===== src/rtl/fluid_pkg.sv =====
// Shared constants and the frame-writer state type for the fluid simulation datapath.
package fluid_pkg;

  localparam int DENSITY_IN_W = 10;
  localparam int PIX_W        = 8;
  localparam int LANES        = 9;
  localparam int LANE_CNT_W   = $clog2(LANES);

  typedef enum logic [1:0] {
    IDLE,
    FILL,
    WRITE,
    DONE
  } density_writer_state_t;

endpackage


===== src/rtl/density_packer.sv =====
// Packs nine accepted density samples into byte lanes of one 72-bit BRAM word.
// DENSITY_WRITER_CLAMP_EN selects saturating byte conversion instead of truncation.
module density_packer
  import fluid_pkg::*;
(
  input  logic                          clk,
  input  logic                          rst,
  input  logic                          clear,
  input  logic                          accept,
  input  logic [DENSITY_IN_W-1:0]       sample,
  output logic [LANES-1:0][PIX_W-1:0]   lanes,
  output logic                          full
);

  logic [LANE_CNT_W-1:0] lane_cnt;
  logic [PIX_W-1:0]      pix;

`ifdef DENSITY_WRITER_CLAMP_EN
  // Any bit above the byte range means the sample exceeds 255 and saturates.
  assign pix = (|sample[DENSITY_IN_W-1:PIX_W]) ? '1 : sample[PIX_W-1:0];
`else
  logic unused_high;
  assign unused_high = ^sample[DENSITY_IN_W-1:PIX_W];
  assign pix         = sample[PIX_W-1:0];
`endif

  assign full = accept && (lane_cnt == LANE_CNT_W'(LANES - 1));

  // NOTE: clocked state is updated with non-blocking assignments so every
  // register samples the pre-edge values, independent of statement order.
  always_ff @(posedge clk) begin
    if (rst) begin
      lane_cnt <= '0;
      // NOTE: the lane registers are reset because wdata_out must read zero
      // after reset; a plain storage array would normally be left unreset.
      lanes    <= '0;
    end else if (clear) begin
      lane_cnt <= '0;
    end else if (accept) begin
      lane_cnt <= full ? '0 : lane_cnt + 1'b1;
      for (int k = 0; k < LANES; k++) begin
        if (lane_cnt == LANE_CNT_W'(k)) lanes[k] <= pix;
      end
    end
  end

endmodule


===== src/rtl/density_writer.sv =====
// Streams density samples into 72-bit frame BRAM words, one word per nine samples.
// Build option: DENSITY_WRITER_CLAMP_EN (saturating byte conversion, see density_packer).
module density_writer
  import fluid_pkg::*;
#(
  parameter  int BRAM_DEPTH = 31570,
  localparam int BRAM_SIZE  = $clog2(BRAM_DEPTH)
) (
  input  logic                        pixel_clk_in,
  input  logic                        rst_in,
  input  logic                        sof_in,
  input  logic [DENSITY_IN_W-1:0]     density_in,
  input  logic                        valid_in,
  output logic                        ready_out,
  output logic [BRAM_SIZE-1:0]        addr_out,
  output logic [LANES-1:0][PIX_W-1:0] wdata_out,
  output logic                        we_out,
  output logic                        frame_done_out
);

  localparam logic [BRAM_SIZE-1:0] LAST_ADDR = BRAM_SIZE'(BRAM_DEPTH - 1);

  density_writer_state_t state, state_next;
  logic [BRAM_SIZE-1:0]  addr_next;
  logic                  accept;
  logic                  full;

  assign ready_out      = (state == FILL);
  assign we_out         = (state == WRITE);
  assign frame_done_out = (state == DONE);

  // A new frame start discards whatever sample is offered alongside it.
  assign accept = valid_in && ready_out && !sof_in;

  density_packer u_packer (
    .clk    (pixel_clk_in),
    .rst    (rst_in),
    .clear  (sof_in),
    .accept (accept),
    .sample (density_in),
    .lanes  (wdata_out),
    .full   (full)
  );

  always_comb begin
    // NOTE: defaults first so every path assigns both signals; a missing
    // assignment on some path would infer a latch.
    state_next = state;
    addr_next  = addr_out;
    case (state)
      IDLE: begin
        if (sof_in) begin
          state_next = FILL;
          addr_next  = '0;
        end
      end
      FILL: begin
        if (sof_in) begin
          addr_next = '0;
        end else if (full) begin
          state_next = WRITE;
        end
      end
      WRITE: begin
        if (sof_in) begin
          state_next = FILL;
          addr_next  = '0;
        end else if (addr_out == LAST_ADDR) begin
          state_next = DONE;
        end else begin
          state_next = FILL;
          addr_next  = addr_out + 1'b1;
        end
      end
      DONE: begin
        state_next = sof_in ? FILL : IDLE;
        addr_next  = '0;
      end
      default: begin
        state_next = IDLE;
        addr_next  = '0;
      end
    endcase
  end

  always_ff @(posedge pixel_clk_in) begin
    if (rst_in) begin
      state    <= IDLE;
      addr_out <= '0;
    end else begin
      state    <= state_next;
      addr_out <= addr_next;
    end
  end

endmodule


===== config.mk =====
export PLATFORM = sky130hd
export DESIGN_NAME = density_writer
export DESIGN_NICKNAME = d
export VERILOG_FILES = /design/src/rtl/fluid_pkg.sv /design/src/rtl/density_packer.sv /design/src/rtl/density_writer.sv
export SDC_FILE = /design/constraint.sdc
export NUM_CORES = 1
export LEC_CHECK = 0
export ABC_AREA = 1
export CORE_MARGIN = 2
export CORE_UTILIZATION = 45
export CTS_BUF_LIST = sky130_fd_sc_hd__clkbuf_8
export CTS_CLUSTER_DIAMETER = 120
export DETAILED_ROUTE_END_ITERATION = 6
export PLACE_DENSITY = 0.75
export SLEW_MARGIN = 40
export SYNTH_ARGS = -nofsm -noshare
export SYNTH_HDL_FRONTEND = slang
export SYNTH_SLANG_ARGS = --single-unit

===== constraint.sdc =====
create_clock -name pixel_clk_in -period 1.62 [get_ports pixel_clk_in]
set_input_delay 0.486 -clock pixel_clk_in [delete_from_list [all_inputs] [get_ports pixel_clk_in]]
set_output_delay 0.486 -clock pixel_clk_in [all_outputs]
set_load 0.01 [all_outputs]

==> results of run 1 <==
flip-flops by register name, summed over array words and instances, names as in the netlist:
register           count
u_packer.lanes        72
addr_out              15
u_packer.lane_cnt      4
state                  2
logic make-up after synthesis:
| family | after synthesis |
|---|---|
| AOI/OAI and AO/OA | 96 |
| xor gates and xnor gates | 1 |
| adders and majority gates | 6 |
| buffers and inverters | 71 |
| DFF | 93 |
| and+or+nand+nor | 301 |
path summary, 6_finish.rpt:
kind                                            end  cells after the start  slack, ns
setup / recovery                          ready_out                      3       0.04
hold / removal      u_packer.lanes[32]$_SDFFE_PP0P_                      2       0.48
setup reg to reg  u_packer.lane_cnt[2]$_SDFFE_PP0P_                      8       0.12
hold reg to reg     u_packer.lanes[32]$_SDFFE_PP0P_                      2       0.48
power groups by stage:
| stage | sequential, mW | combinational (mW) | clock, mW |
|---|---|---|---|
| 2_1_floorplan | 2.37 | 0.138 | 0 |
| 3_3_place_gp | 2.36 | 0.287 | 0 |
| 3_5_place_dp | 2.36 | 0.292 | 0 |
| 4_1_cts | 2.31 | 0.287 | 1.52 |
| 5_1_grt | 2.31 | 0.326 | 1.62 |
| 6_report | 2.31 | 0.300 | 1.51 |
through the flow:
stage / utilization / setup slack, ns / hold WS (ns) / power, mW / std cells
after CTS: 0.639 / -0.0426 / 0.493 / 4.12 / 821
after detailed placement: 0.624 / -0.440 / 0.476 / 2.66 / 802
after global routing: 0.645 / -0.0209 / 0.516 / 4.26 / 824
final: 0.645 / 0.0401 / 0.484 / 4.12 / 824
after global placement: 0.624 / -0.415 / 0.468 / 2.65 / 802
after floorplan: - / 0.0983 / 0.509 / 2.51 / 568
cell usage after synthesis (3+ instances only):
cell type / number
ha_1: 6
nand2_1: 69
buf_1: 8
dfxtp_1: 93
clkbuf_1: 9
nor3_4: 5
nand3_1: 24
o21ai_0: 81
nor2_1: 182
a21oi_1: 11
inv_1: 45
inv_2: 6
nor3_1: 6
nand4_1: 5
o21ai_1: 3
critical path, delay by kind of cell (launching register included):
family | cells | cell delay [ns]
buffers and inverters | 2 | 0.29
and+or+nand+nor | 1 | 0.10
DFF | 1 | 0.36
metal layers:
metal / global-route usage / up-vias / share of wire
li1: - / 2091 / -
met1: 0.334 / 1938 / 0.45
met2: 0.396 / 168 / 0.46
met3: 0.0508 / 24 / 0.067
met4: 0.0769 / 0 / 0.018
met5: 0 / - / 0
repair_timing:
action,CTS,global route
pin swaps,2,7
resized for setup,112,23
endpoints found under the setup margin,135,79
setup buffers,3,3
area by class of cell:
type | instances | area, sq um
clock buffer | 10 | 138
clock inverter | 6 | 53.8
fill | 783 | 3080
inverter | 52 | 204
multi-input combinational | 404 | 1890
sequential | 93 | 1880
tap | 108 | 135
timing repair buffer | 151 | 1290
==> impl_metrics.py, run 1 <==
metrics = {
    "finish": {
        "drive_above_1_share": 0.161,
        "nNetsFinal": 731,
        "final_cell_mix": "179 x nor2_1, 88 x dlygate4sd2_1, 82 x dfxtp_1, 76 x o21ai_0, 67 x nand2_1",
        "n_antenna_cell": 0,
        "area_growth_pct": 39.8,
        "final_common_cell": "nor2_1",
        "final_cell_area_sq_um": 5600,
    },
    "setup_path": {
        "cp_max_fo": 3,
        "cp.arrival_ns": 1.09,
        "r2r_start": "u_packer.lane_cnt[0]$_SDFFE_PP0P_",
        "required_ns": 1.13,
        "slowest_delay_ns": 0.36,
        "cp-startpoint": "state[0]$_SDFFE_PP0P_",
        "end_kind": "output pin",
        "critPathLaunchType": "flip-flop",
        "crit_slowest_cell": "dfxtp_2",
        "worstPathCellList": "inv_2 > nor2_4 > clkdlybuf4s15_2",
        "crit_type": "reg -> out",
    },
    "sta": {
        "finalClockSkew_ns": 0.0129,
        "fin_crit_sh": 0.975,
        "grt_setup_unrepaired": "yes",
        "totalNegativeSetupSlack_ns": 0,
        "period_needed_ns": 1.58,
        "max_freq_mhz": 633,
        "worst_pin_slew_ns": 0.484,
        "relSlewSlack": 0.676,
        "hold_viol_final": 0,
        "setup_viol": 0,
        "drv_slew": 0,
    },
    "clock_tree": {
        "clockRootBuffer": "clkbuf_8",
        "hold_buffers": 0,
        "cts_buffer_depth": 2,
        "cts_sinks": 93,
        "cts_tree": "done",
        "clk_latency_ns": 0.36,
        "cts.clk_slew.worst_paths_ns": 0.09,
        "cts_max_level": 3,
        "cts_buffers": 9,
    },
    "placed_design": {
        "placed_cell_area_sq_um": 5420,
        "dp_hpwl_microns": 8380,
        "gp_congestion": 0.944,
        "port_buffers": 101,
    },
    "yosys": {
        "synth_top_area_cell": "dfxtp_1",
        "synth_seq_cells": 93,
        "synth_simple_gate_area_frac": 0.326,
        "synthAdderAreaFrac": 0.0188,
        "synth-compound-area-share": 0.120,
        "syn_avg_cell_area_sq_um": 7.04,
        "async_flop_share": 0,
        "synth-seq-area-share": 0.465,
        "synthTopCellsByArea": "dfxtp_1 47%, nor2_1 17%, o21ai_0 10%",
        "synth_area_sq_um": 4000,
        "synthXorXnorAreaFrac": 0.00219,
        "yosysTopAreaCellShare": 0.465,
        "synth_top_family_by_area": "simple AND/OR/NAND/NOR gates",
        "yosysUniqueCellTypes": 30,
        "synth_edf_count": 0,
        "yosysWarningCount": 0,
        "syn_nets": 588,
        "synth_ff_type": "dfxtp_1",
        "synthCells": 568,
        "synth_mux_area_frac": 0,
    },
    "global_route": {
        "track_usage": 0.246,
        "grt_pass1_wl_microns": 19400,
        "overflow": 0,
        "antenna_found_initial": 0,
        "grt_pass1_vias": 3954,
        "grt_max_degree": 73,
    },
    "floorplan": {
        "die_y_microns": 98.3,
        "core_sq_um": 8680,
        "dieArea_sq_um": 9660,
        "die_x_microns": 98.3,
        "num_io_pins": 104,
        "start_util": 0.461,
        "num_rows": 34,
    },
    "pwr": {
        "p_switching_mw": 1.07,
        "p_int_mw": 3.05,
        "leakagePower_nw": 2.75,
        "p_per_area_nw_per_um2": 736,
        "combPwrFrac": 0.073,
        "switching_share": 0.260,
        "p_clk_frac": 0.366,
        "irDropWorstVdd_uv": 626,
        "p_seq_frac": 0.561,
    },
    "detailed_routing": {
        "dr_total_vias": 4221,
        "antenna_left": 0,
        "drc": 0,
        "drt_iter0_drc": 289,
        "drt-pass1-iter-count": 5,
        "wirelength_microns": 11800,
        "wire_per_inst_microns": 14.3,
        "via_per_inst": 5.12,
    },
    "worst_hold_path": {
        "min_path_type": "reg -> reg",
        "hold_start": "u_packer.lanes[32]$_SDFFE_PP0P_",
    },
    "outcome": {
        "status": "finished clean",
    },
    "run": {
        "max-cap-violations": 0,
    },
}
(Power assumes the default switching activity.)
==> run 2: changes to the inputs <==
--- a/config.mk
+++ b/config.mk
@@ -11,6 +11,7 @@
 export CTS_BUF_LIST = sky130_fd_sc_hd__clkbuf_8
 export CTS_CLUSTER_DIAMETER = 120
 export DETAILED_ROUTE_END_ITERATION = 6
+export GPL_ROUTABILITY_DRIVEN = 0
 export PLACE_DENSITY = 0.75
 export SLEW_MARGIN = 40
 export SYNTH_ARGS = -nofsm -noshare
==> impl_metrics.py, run 2 (synthesized netlist as in run 1, its figures left out) <==
metrics = {
    "pwr": {
        "p_per_area_nw_per_um2": 733,
        "p_switching_mw": 1.08,
        "switching_share": 0.261,
        "p_seq_frac": 0.561,
        "p_clk_frac": 0.367,
        "leakagePower_nw": 2.77,
        "combPwrFrac": 0.072,
        "p_int_mw": 3.05,
        "irDropWorstVdd_uv": 407,
    },
    "global_route": {
        "overflow": 0,
        "grt_max_degree": 42,
        "grt_pass1_wl_microns": 19100,
        "antenna_found_initial": 0,
        "grt_pass1_vias": 3942,
        "track_usage": 0.243,
    },
    "sta": {
        "hold_viol_final": 0,
        "setup_viol": 0,
        "drv_slew": 0,
        "finalClockSkew_ns": 0.0154,
        "max_freq_mhz": 628,
        "period_needed_ns": 1.59,
        "worst_pin_slew_ns": 0.465,
        "whs_ns": 0.490,
        "relSlewSlack": 0.689,
        "fin_crit_sh": 0.983,
    },
    "detailed_routing": {
        "wire_per_inst_microns": 14.2,
        "drc": 0,
        "drt-pass1-iter-count": 5,
        "antenna_left": 0,
        "drt_iter0_drc": 211,
        "dr_total_vias": 4163,
        "wirelength_microns": 11700,
        "via_per_inst": 5.04,
    },
    "setup_path": {
        "crit_buf_inv": 3,
        "cp.arrival_ns": 1.11,
        "cp_max_fo": 3,
        "cp_top_family": "flip-flops",
        "worstPathCellList": "inv_1 > nand2_2 > inv_2 > buf_2",
        "end_kind": "output pin",
        "critPathLaunchType": "flip-flop",
        "crit_slowest_cell": "dfxtp_2",
        "crit_type": "reg -> out",
        "slowest_delay_ns": 0.34,
        "required_ns": 1.13,
    },
    "floorplan": {
        "start_util": 0.461,
        "core_sq_um": 8680,
        "num_io_pins": 104,
        "die_y_microns": 98.3,
        "num_rows": 34,
        "die_x_microns": 98.3,
        "dieArea_sq_um": 9660,
    },
    "clock_tree": {
        "cts_sinks": 93,
        "cts_buffers": 9,
        "cts_buffer_depth": 2,
        "cts_tree": "done",
        "clockRootBuffer": "clkbuf_8",
        "clk_latency_ns": 0.37,
        "cts.clk_slew.worst_paths_ns": 0.09,
        "cts_max_level": 3,
    },
    "placed_design": {
        "dp_hpwl_microns": 8470,
        "placed_cell_area_sq_um": 5440,
        "port_buffers": 101,
    },
    "finish": {
        "final_common_cell": "nor2_1",
        "drive_above_1_share": 0.163,
        "final_cell_area_sq_um": 5630,
        "regMostFlops": "u_packer.lanes",
        "area_growth_pct": 40.7,
        "n_antenna_cell": 0,
        "nNetsFinal": 733,
        "final_cell_mix": "177 x nor2_1, 88 x dlygate4sd2_1, 84 x dfxtp_1, 79 x o21ai_0, 66 x nand2_1",
        "largest_reg_flops": 72,
        "reg_top3": "u_packer.lanes (72), addr_out (15), u_packer.lane_cnt (4)",
    },
    "worst_hold_path": {
        "min_path_type": "reg -> reg",
    },
    "outcome": {
        "status": "finished clean",
    },
    "run": {
        "max-cap-violations": 0,
    },
}
==> run 2: power groups by stage <==
stage	Combinational (mW)	Clock [mW]	Sequential, mW
2_1_floorplan	0.138	0	2.37
3_3_place_gp	0.288	0	2.36
3_5_place_dp	0.294	0	2.36
4_1_cts	0.289	1.54	2.31
5_1_grt	0.323	1.62	2.32
6_report	0.298	1.51	2.31
==> run 2: worst paths after layout <==
kind,startpoint,to,slack (ns),cells after the start
worst max register to register,u_packer.lane_cnt[0]$_SDFFE_PP0P_,u_packer.lanes[67]$_SDFFE_PP0P_,0.10,8
worst max-delay path,state[0]$_SDFFE_PP0P_,we_out,0.03,4
worst min register to register,u_packer.lanes[38]$_SDFFE_PP0P_,u_packer.lanes[38]$_SDFFE_PP0P_,0.49,2
worst min-delay path,u_packer.lanes[38]$_SDFFE_PP0P_,u_packer.lanes[38]$_SDFFE_PP0P_,0.49,2
==> run 2: stage by stage <==
step                      utilization  total power, mW  worst slack (ns)  TNS [ns]  cells
final                           0.649             4.12            0.0277         0    826
after global routing            0.649             4.26           -0.0148   -0.0148    826
after CTS                       0.641             4.14           0.00407         0    822
after detailed placement        0.626             2.66            -0.474    -34.96    803
after global placement          0.626             2.65            -0.418    -31.19    803
after floorplan                     -             2.51            0.0983         0    568
==> run 2: final cells by class <==
class / instances / area [sq um]
fillers: 809 / 3050
multi-input cells: 404 / 1910
flip-flops and latches: 93 / 1870
repair buffers: 153 / 1310
inverters: 52 / 201
clock buffers: 10 / 138
well taps: 108 / 135
clock inverters: 6 / 53.8
==> run 2: metal layers <==
layer / share of wire / track usage / wire length [microns] / vias to the layer above
li1: - / - / - / 2091
met1: 0.42 / 0.323 / 4980 / 1893
met2: 0.48 / 0.397 / 5640 / 161
met3: 0.077 / 0.0437 / 906 / 18
met4: 0.018 / 0.0854 / 206 / 0
met5: 0 / 0 / 0 / -
==> run 2: repair_timing <==
| action | 4_1_cts | 5_1_grt |
|---|---|---|
| resized for setup | 115 | 15 |
| hold buffers | 0 | 0 |
| setup buffers | 3 | 4 |
| pin swaps | 1 | 4 |
| setup endpoints to repair | 144 | 58 |
==> run 2: worst reg2reg max path, stage by stage, from the launching register on <==
cell and delay (ns):
dfxtp_2 0.35, inv_1 0.11, ha_2 0.21, inv_1 0.10, nor3_2 0.14, nand2_1 0.13, buf_4 0.17, o21ai_0 0.17
nor2_1 0.06
==> run 3: changes to the inputs <==
--- a/config.mk
+++ b/config.mk
@@ -9,7 +9,6 @@
 export CORE_MARGIN = 2
 export CORE_UTILIZATION = 45
 export CTS_BUF_LIST = sky130_fd_sc_hd__clkbuf_8
-export CTS_CLUSTER_DIAMETER = 120
 export DETAILED_ROUTE_END_ITERATION = 6
 export GPL_ROUTABILITY_DRIVEN = 0
 export PLACE_DENSITY = 0.75
==> results of run 3 <==
Same layout as run 2: the final DEF is identical, and so are final timing and power.
